### src/rtl/mem_bus_arbiter.sv
// Round-robin two-master arbiter for the shared 8-bit ROM/RAM bus; ownership lasts a whole transfer.
// Optional ARB_TIMEOUT_EN macro adds a stuck-slave timeout that aborts after TIMEOUT owned cycles.
module mem_bus_arbiter #(
  parameter int AW      = 8,
  parameter int DW      = 8,
  parameter int TIMEOUT = 16
) (
  input  logic          clk,
  input  logic          reset,
  input  logic          m0_read,
  input  logic          m0_write,
  input  logic [AW-1:0] m0_address,
  input  logic [DW-1:0] m0_data_out,
  output logic          m0_ready,
  output logic [DW-1:0] m0_data_in,
  input  logic          m1_read,
  input  logic          m1_write,
  input  logic [AW-1:0] m1_address,
  input  logic [DW-1:0] m1_data_out,
  output logic          m1_ready,
  output logic [DW-1:0] m1_data_in,
  output logic          s_read,
  output logic          s_write,
  output logic [AW-1:0] s_address,
  output logic [DW-1:0] s_data_out,
  input  logic [DW-1:0] s_data_in,
  input  logic          s_ready,
  output logic [1:0]    grant,
  output logic          timeout_err
);

  // Handshake: a master holds read/write (valid) until it sees its one-cycle ready;
  // dropping the request before ready abandons the transfer with no ready pulse.

  // State encoding is the one-hot grant, so grant doubles as the FSM debug view.
  typedef enum logic [1:0] {
    IDLE = 2'b00,
    OWN0 = 2'b01,
    OWN1 = 2'b10
  } state_t;

  state_t state, state_nx;
  logic   last, last_nx;
  logic   req0, req1;
  logic   own0, own1;
  logic   tmo;

  assign req0  = m0_read | m0_write;
  assign req1  = m1_read | m1_write;
  assign own0  = (state == OWN0) && !reset;
  assign own1  = (state == OWN1) && !reset;
  assign grant = state;

  always_comb begin
    state_nx = state;
    last_nx  = last;
    case (state)
      IDLE: begin
        if (req0 && (!req1 || last)) state_nx = OWN0;
        else if (req1)               state_nx = OWN1;
      end
      OWN0: begin
        if (!req0 || s_ready || tmo) begin
          last_nx  = 1'b0;
          state_nx = req1 ? OWN1 : IDLE;
        end
      end
      OWN1: begin
        if (!req1 || s_ready || tmo) begin
          last_nx  = 1'b1;
          state_nx = req0 ? OWN0 : IDLE;
        end
      end
      default: state_nx = IDLE;
    endcase
  end

  always_ff @(posedge clk) begin
    if (reset) begin
      state <= IDLE;
      last  <= 1'b1;
    end else begin
      state <= state_nx;
      last  <= last_nx;
    end
  end

`ifdef ARB_TIMEOUT_EN
  localparam int CW = $clog2(TIMEOUT);
  logic [CW-1:0] cnt;

  // Any ownership change (including a zero-gap hand-off) restarts the count.
  always_ff @(posedge clk) begin
    if (reset || state == IDLE || state_nx != state) cnt <= '0;
    else                                             cnt <= cnt + 1'b1;
  end

  assign tmo = ((own0 && req0) || (own1 && req1)) && !s_ready && (cnt == CW'(TIMEOUT - 1));
`else
  logic unused_timeout;
  assign unused_timeout = ^TIMEOUT;
  assign tmo            = 1'b0;
`endif

  always_comb begin
    s_read     = 1'b0;
    s_write    = 1'b0;
    s_address  = '0;
    s_data_out = '0;
    if (own0) begin
      s_read     = m0_read;
      s_write    = m0_write;
      s_address  = m0_address;
      s_data_out = m0_data_out;
    end else if (own1) begin
      s_read     = m1_read;
      s_write    = m1_write;
      s_address  = m1_address;
      s_data_out = m1_data_out;
    end
  end

  assign m0_ready    = own0 && req0 && (s_ready || tmo);
  assign m1_ready    = own1 && req1 && (s_ready || tmo);
  assign m0_data_in  = tmo ? '0 : s_data_in;
  assign m1_data_in  = tmo ? '0 : s_data_in;
  assign timeout_err = tmo;

endmodule

### config.mk
export PLATFORM = sky130hd
export DESIGN_NAME = mem_bus_arbiter
export DESIGN_NICKNAME = d
export VERILOG_FILES = /design/src/rtl/mem_bus_arbiter.sv
export SDC_FILE = /design/constraint.sdc
export NUM_CORES = 1
export LEC_CHECK = 0
export ABC_AREA = 1
export CAP_MARGIN = 0
export CELL_PAD_IN_SITES_DETAIL_PLACEMENT = 1
export CELL_PAD_IN_SITES_GLOBAL_PLACEMENT = 2
export CORE_ASPECT_RATIO = 1.75
export CORE_MARGIN = 2
export CORE_UTILIZATION = 10
export DETAILED_ROUTE_END_ITERATION = 8
export GPL_TIMING_DRIVEN = 0
export PLACE_DENSITY_LB_ADDON = 0.1
export SYNTH_ARGS = -nofsm -noshare
export SYNTH_HDL_FRONTEND = slang
export SYNTH_SLANG_ARGS = --single-unit
### constraint.sdc
create_clock -name clk -period 1.7 [get_ports clk]
set_clock_uncertainty 0.1 [all_clocks]
set_input_delay 0.34 -clock clk [delete_from_list [all_inputs] [get_ports clk]]
set_output_delay 0.34 -clock clk [all_outputs]
set_load 0.01 [all_outputs]
==> results.py, run 1 <==
metrics = {
    "synthesis": {
        "synth_enable_flop_cells": 0,
        "synth_area_per_cell_um2": 5.55,
        "yosysSeqAreaShare_pct": 9.09,
        "synth_cells": 119,
        "ys_seq_elements": 3,
        "async_flop_share_pct": 0,
        "yosysMostFrequentCell": "nand3_1",
        "synth_nets": 166,
        "ys.flop_type": "dfxtp_1",
        "ys_types": 19,
        "syn_area_um2": 661,
        "synth_common_cells": "nand3_1 (36), nand2_1 (29), buf_4 (19)",
        "synth_top_area_share_pct": 27.3,
        "yosysTopAreaCell": "nand3_1",
        "yosys_warnings": 0,
        "synth_area_leaders": "nand3_1 (27%), buf_4 (22%), nand2_1 (16%)",
    },
    "timing": {
        "timing.fmax_ghz": 0.577,
        "fin_crit_sh_pct": 102,
        "final-hold-violation-count": 0,
        "maxSlewViolCount": 0,
        "rsz0062_at_grt": "yes",
        "setup_ws_ns": -0.0323,
        "period_needed_ns": 1.73,
        "setup_viol": 14,
        "whs_ns": 0.355,
    },
    "outcome": {
        "violations": "negative setup slack",
        "outcome": "finished with violations",
    },
    "final_layout": {
        "drive_gt1_share_pct": 55.8,
        "utilization_pct": 32.1,
        "syn2layout_area_growth_pct": 213,
        "final_net_count": 274,
        "final_area_mm2": 0.00207,
        "antennaDiodeCount": 0,
    },
    "floorplanning": {
        "initial_core_util_pct": 10.3,
        "die_height_um": 112,
        "core_area_mm2": 0.00644,
        "die_area_mm2": 0.00730,
        "die_x_um": 65.4,
        "row_count": 39,
        "pin_count": 86,
    },
    "power": {
        "ir_drop_mv": 0.242,
        "power_density_mw_per_mm2": 754,
        "p_leak_nw": 1.03,
    },
    "drt": {
        "ant_nets": 0,
        "top_layer_used": "met4",
        "route.detailed.drc": 0,
        "dr_total_vias": 1197,
        "dr_wl_met2_um": 2480,
        "routed_wl_um": 4110,
        "drtPass1Iterations": 4,
        "wl_met3_um": 328,
        "wl_per_cell_um": 13.4,
        "vias_per_cell": 3.89,
        "wl_met1_um": 1230,
        "drtIter0Drc": 11,
    },
    "cts": {
        "cts_buffers": 3,
        "cts-root-buf": "clkbuf_16",
        "clk_path_buf_depth": 2,
        "clock_sinks": 3,
        "htreeDepth": 1,
        "clkTransAtPathRegs_ns": 0.03,
        "insertion_delay_ns": 0.22,
        "cts_tree": "yes",
    },
    "place": {
        "io_buffer_count": 76,
        "hpwl_um": 2860,
        "placedInstanceArea_mm2": 0.00152,
        "routabilityCongestion": 0.739,
    },
    "setup_path": {
        "crit_path_start_kind": "flop",
        "cp_max_fo": 5,
        "path_class": "reg2out",
        "worstPathRequired_ns": 1.26,
        "critPathArrivalTime_ns": 1.29,
        "critPathLaunch": "grant[0]$_SDFFE_PP0P_",
        "r2r_start": "grant[1]$_SDFFE_PP0P_",
        "worst_setup_path_end_kind": "output port",
    },
    "grt": {
        "grt_pass1_vias": 1340,
        "antenna_found_initial": 0,
        "grt_use_total_pct": 10.6,
        "grt-ovfl-total": 0,
        "grt_max_degree": 11,
        "grt_first_pass_wirelength_um": 6080,
    },
    "min_path": {
        "hold_path_class": "reg2reg",
        "min_from": "last$_SDFFE_PP1P_",
    },
    "run": {
        "cap_violations": 0,
    },
}
[cells by family after synthesis]
family | after synthesis | synth area share (%)
buf+inv | 33 | 29.9
flops | 3 | 9.09
other cells | 1 | 0.568
compound gates | 5 | 4.17
simple gates | 77 | 56.2
[final timing paths]
path / cells after the start / endpoint / slack (ns)
setup / recovery: 7 / s_data_out[7] / -0.03
hold / removal: 2 / last$_SDFFE_PP1P_ / 0.35
setup reg to reg: 9 / grant[0]$_SDFFE_PP0P_ / 0.28
hold reg to reg: 2 / last$_SDFFE_PP1P_ / 0.35
[timing repair]
item	4_1_cts	5_1_grt
endpoints found under the setup margin	21	20
setup buffers	18	7
gates cloned	1	2
hold buffers	0	0
pin swaps	18	18
gates resized for setup	134	35
[cells in the final DEF, fill, tap and decap left out, types with 3 or more instances in the layout]
cell type and n:
nand2_2 13, buf_8 4, inv_2 4, dlymetal6s2s_1 5, clkbuf_16 5, buf_2 12, nand3_1 17, nand2_1 16
inv_1 3, buf_4 38, clkdlybuf4s50_1 49, nand2_4 3, inv_4 3, buf_6 13, nand3_2 21, nor2_1 3
[registers in the layout, summed over array words and instances, names as in the netlist]
name,count
grant,2
last,1
[routing by layer]
| metal | track usage, % | up-vias |
|---|---|---|
| li1 | - | 583 |
| met1 | 8.76 | 551 |
| met2 | 22.1 | 56 |
| met3 | 3.03 | 7 |
| met4 | 3.75 | 0 |
| met5 | 0 | - |
[critical path, stage by stage, from the launching register on]
cell     delay [ns]
dfxtp_4        0.38
inv_4          0.05
nor2_4         0.09
buf_6          0.15
buf_4          0.14
nand3_1        0.07
nand2_1        0.07
buf_2          0.13
[power by group]
part,switching (mW),internal [mW]
logic,0.461,0.592
clock network,0.0661,0.310
registers,0.0305,0.0980
[area by class of cell]
| type | instances | area (um2) |
|---|---|---|
| clock buffers | 4 | 78.8 |
| inverters | 10 | 45.0 |
| plain buffers | 23 | 215 |
| well taps | 82 | 103 |
| fillers | 808 | 4380 |
| repair buffers | 103 | 988 |
| multi-input cells | 83 | 568 |
| flip-flops and latches | 3 | 67.6 |
[stage by stage]
stage / std cells / power [mW] / setup TNS [ns] / worst slack (ns)
final: 308 / 1.56 / -0.261 / -0.0323
after global routing: 308 / 1.66 / -1.44 / -0.106
after CTS: 300 / 1.44 / -0.866 / -0.0660
after detailed placement: 277 / 0.830 / -16.32 / -0.909
after global placement: 277 / 0.827 / -16.17 / -0.916
after floorplan: 119 / 0.463 / 0 / 0.170
(Power assumes the default switching activity.)
==> run 2, diff against run 1 <==
--- a/config.mk
+++ b/config.mk
@@ -15,3 +15,2 @@
 export DETAILED_ROUTE_END_ITERATION = 8
-export GPL_TIMING_DRIVEN = 0
 export PLACE_DENSITY_LB_ADDON = 0.1
==> constraint.sdc (replaced) <==
create_clock -name clk -period 1.7 [get_ports clk]
set_clock_uncertainty 0.1 [all_clocks]
set_input_delay 0.255 -clock clk [delete_from_list [all_inputs] [get_ports clk]]
set_output_delay 0.255 -clock clk [all_outputs]
set_load 0.01 [all_outputs]
==> run 2 against run 1 <==
Against the previous run:
- the run now ends clean
- worst setup slack gained 0.073 ns
- final area shrank 28%
- via count shrank 14%
- power shrank 17%
- critical path type unchanged
- critical endpoint is now s_data_out[0]
- largest cell class unchanged
==> results.py, run 2 (synthesis results as in run 1) <==
metrics = {
    "outcome": {
        "outcome": "finished clean",
    },
    "power": {
        "power_density_mw_per_mm2": 875,
        "ir_drop_mv": 0.269,
        "p_leak_nw": 0.756,
    },
    "final_layout": {
        "final_net_count": 234,
        "drive_gt1_share_pct": 33.3,
        "final_area_mm2": 0.00148,
        "antennaDiodeCount": 0,
        "largest_reg_flops": 2,
        "mostFrequentLayoutCell": "clkdlybuf4s50_1",
        "syn2layout_area_growth_pct": 124,
        "mostFrequentLayoutCells": "clkdlybuf4s50_1 (39), nand3_1 (36), nand2_1 (28), buf_2 (18), buf_4 (14)",
        "utilization_pct": 23.0,
    },
    "drt": {
        "drtPass1Iterations": 4,
        "dr_total_vias": 1028,
        "ant_nets": 0,
        "wl_per_cell_um": 12.0,
        "drtIter0Drc": 12,
        "routed_wl_um": 3210,
        "vias_per_cell": 3.84,
        "route.detailed.drc": 0,
    },
    "floorplanning": {
        "pin_count": 86,
        "row_count": 39,
        "die_area_mm2": 0.00730,
        "die_x_um": 65.4,
        "initial_core_util_pct": 10.3,
        "core_area_mm2": 0.00644,
        "die_height_um": 112,
    },
    "min_path": {
        "hold_path_class": "reg2reg",
        "min_from": "last$_SDFFE_PP1P_",
    },
    "grt": {
        "antenna_found_initial": 0,
        "grt_max_degree": 22,
        "grt_pass1_vias": 1165,
        "grt_first_pass_wirelength_um": 5310,
        "grt_use_total_pct": 9.19,
        "grt-ovfl-total": 0,
    },
    "timing": {
        "fin_crit_sh_pct": 97.6,
        "rsz0062_at_grt": "yes",
        "maxSlewViolCount": 0,
        "timing.fmax_ghz": 0.603,
        "period_needed_ns": 1.66,
        "setup_viol": 0,
        "final-hold-violation-count": 0,
    },
    "setup_path": {
        "worstPathRequired_ns": 1.34,
        "critPathBufInv": 4,
        "critPathArrivalTime_ns": 1.30,
        "r2r_start": "grant[0]$_SDFFE_PP0P_",
        "path_cells": "buf_6 -> nor2_4 -> buf_6 -> buf_6 -> nand3_1 -> nand2_1 -> buf_2",
        "critPathLaunch": "grant[0]$_SDFFE_PP0P_",
        "worst_setup_path_end_kind": "output port",
        "crit_top_cell": "buf_6",
        "crit_path_start_kind": "flop",
        "crit_family": "buffers and inverters",
        "path_class": "reg2out",
        "slowest_stage": "dfxtp_2",
        "cp_max_fo": 6,
        "slowest_delay_ns": 0.33,
    },
    "cts": {
        "cts_buffers": 3,
        "insertion_delay_ns": 0.22,
        "clock_sinks": 3,
        "clkTransAtPathRegs_ns": 0.03,
        "htreeDepth": 1,
        "cts-root-buf": "clkbuf_16",
        "cts_tree": "yes",
        "clk_path_buf_depth": 2,
    },
    "place": {
        "io_buffer_count": 60,
        "placedInstanceArea_mm2": 0.00138,
        "routabilityCongestion": 0.665,
        "hpwl_um": 2690,
    },
    "run": {
        "cap_violations": 0,
    },
}
[run 2: cell types whose count changed in the layout (fill, tap and decap cells not counted), moves of 3 or more]
cell,delta
nand2_2,-10
buf_8,-3
buf_4,-24
dlymetal6s2s_1,-5
clkdlybuf4s50_1,-10
buf_2,+6
buf_6,-4
inv_4,-3
nand3_1,+19
nand3_2,-19
nand2_1,+12
inv_1,+4
[run 2: report_power, final]
group          leakage, nW  internal, mW  switching, mW  total (mW)
logic                0.693         0.442          0.367       0.809
registers           0.0255        0.0939         0.0207       0.115
clock network       0.0382         0.309         0.0651       0.375
[run 2: area by class of cell]
class                           instances  area [um2]
Fill cell                             827        4960
Timing Repair Buffer                   86         791
Multi-Input combinational cell         83         410
Tap cell                               82         103
Clock buffer                            4        78.8
Sequential cell                         3        62.6
Inverter                               10        37.5
[run 2: per-layer routing]
layer	routed length, um	up-vias	part of all wire (%)	GRT usage [%]
li1	-	504	-	-
met1	1070	474	33	8.50
met2	1850	45	58	18.6
met3	241	5	7.5	2.02
met4	44	0	1.4	3.19
met5	0	-	0	0
[run 2: path summary, 6_finish.rpt]
| path | to | slack (ns) | cells past startpoint |
|---|---|---|---|
| worst min register to register | last$_SDFFE_PP1P_ | 0.36 | 2 |
| worst max register to register | grant[0]$_SDFFE_PP0P_ | 0.26 | 9 |
| worst min-delay path | last$_SDFFE_PP1P_ | 0.36 | 2 |
| worst max-delay path | s_data_out[0] | 0.04 | 7 |
[run 2: per-stage QoR]
step	TNS, ns	hold WS (ns)	instances	worst slack, ns	total power, mW
floorplan	0	0.328	119	0.255	0.463
global placement	-6.62	0.348	258	-0.402	0.845
detailed placement	-6.96	0.364	258	-0.400	0.852
CTS	0	0.372	266	0.0188	1.26
global route	-0.203	0.395	268	-0.0299	1.40
finish	0	0.364	268	0.0405	1.30
[run 2: timing repair]
| action | 4_1_cts | 5_1_grt |
|---|---|---|
| gates cloned | 1 | 0 |
| setup buffers | 3 | 2 |
| hold buffers | 0 | 0 |
| resized for setup | 90 | 7 |
| pin swaps | 2 | 4 |
| setup endpoints to repair | 20 | 18 |
[run 2: worst reg2reg max path: cells and delay by family, from the launching register on]
family / cells / cell delay (ns)
buffers and inverters: 3 / 0.34
AOI/OAI and AO/OA: 1 / 0.15
DFF: 1 / 0.35
and+or+nand+nor: 5 / 0.39
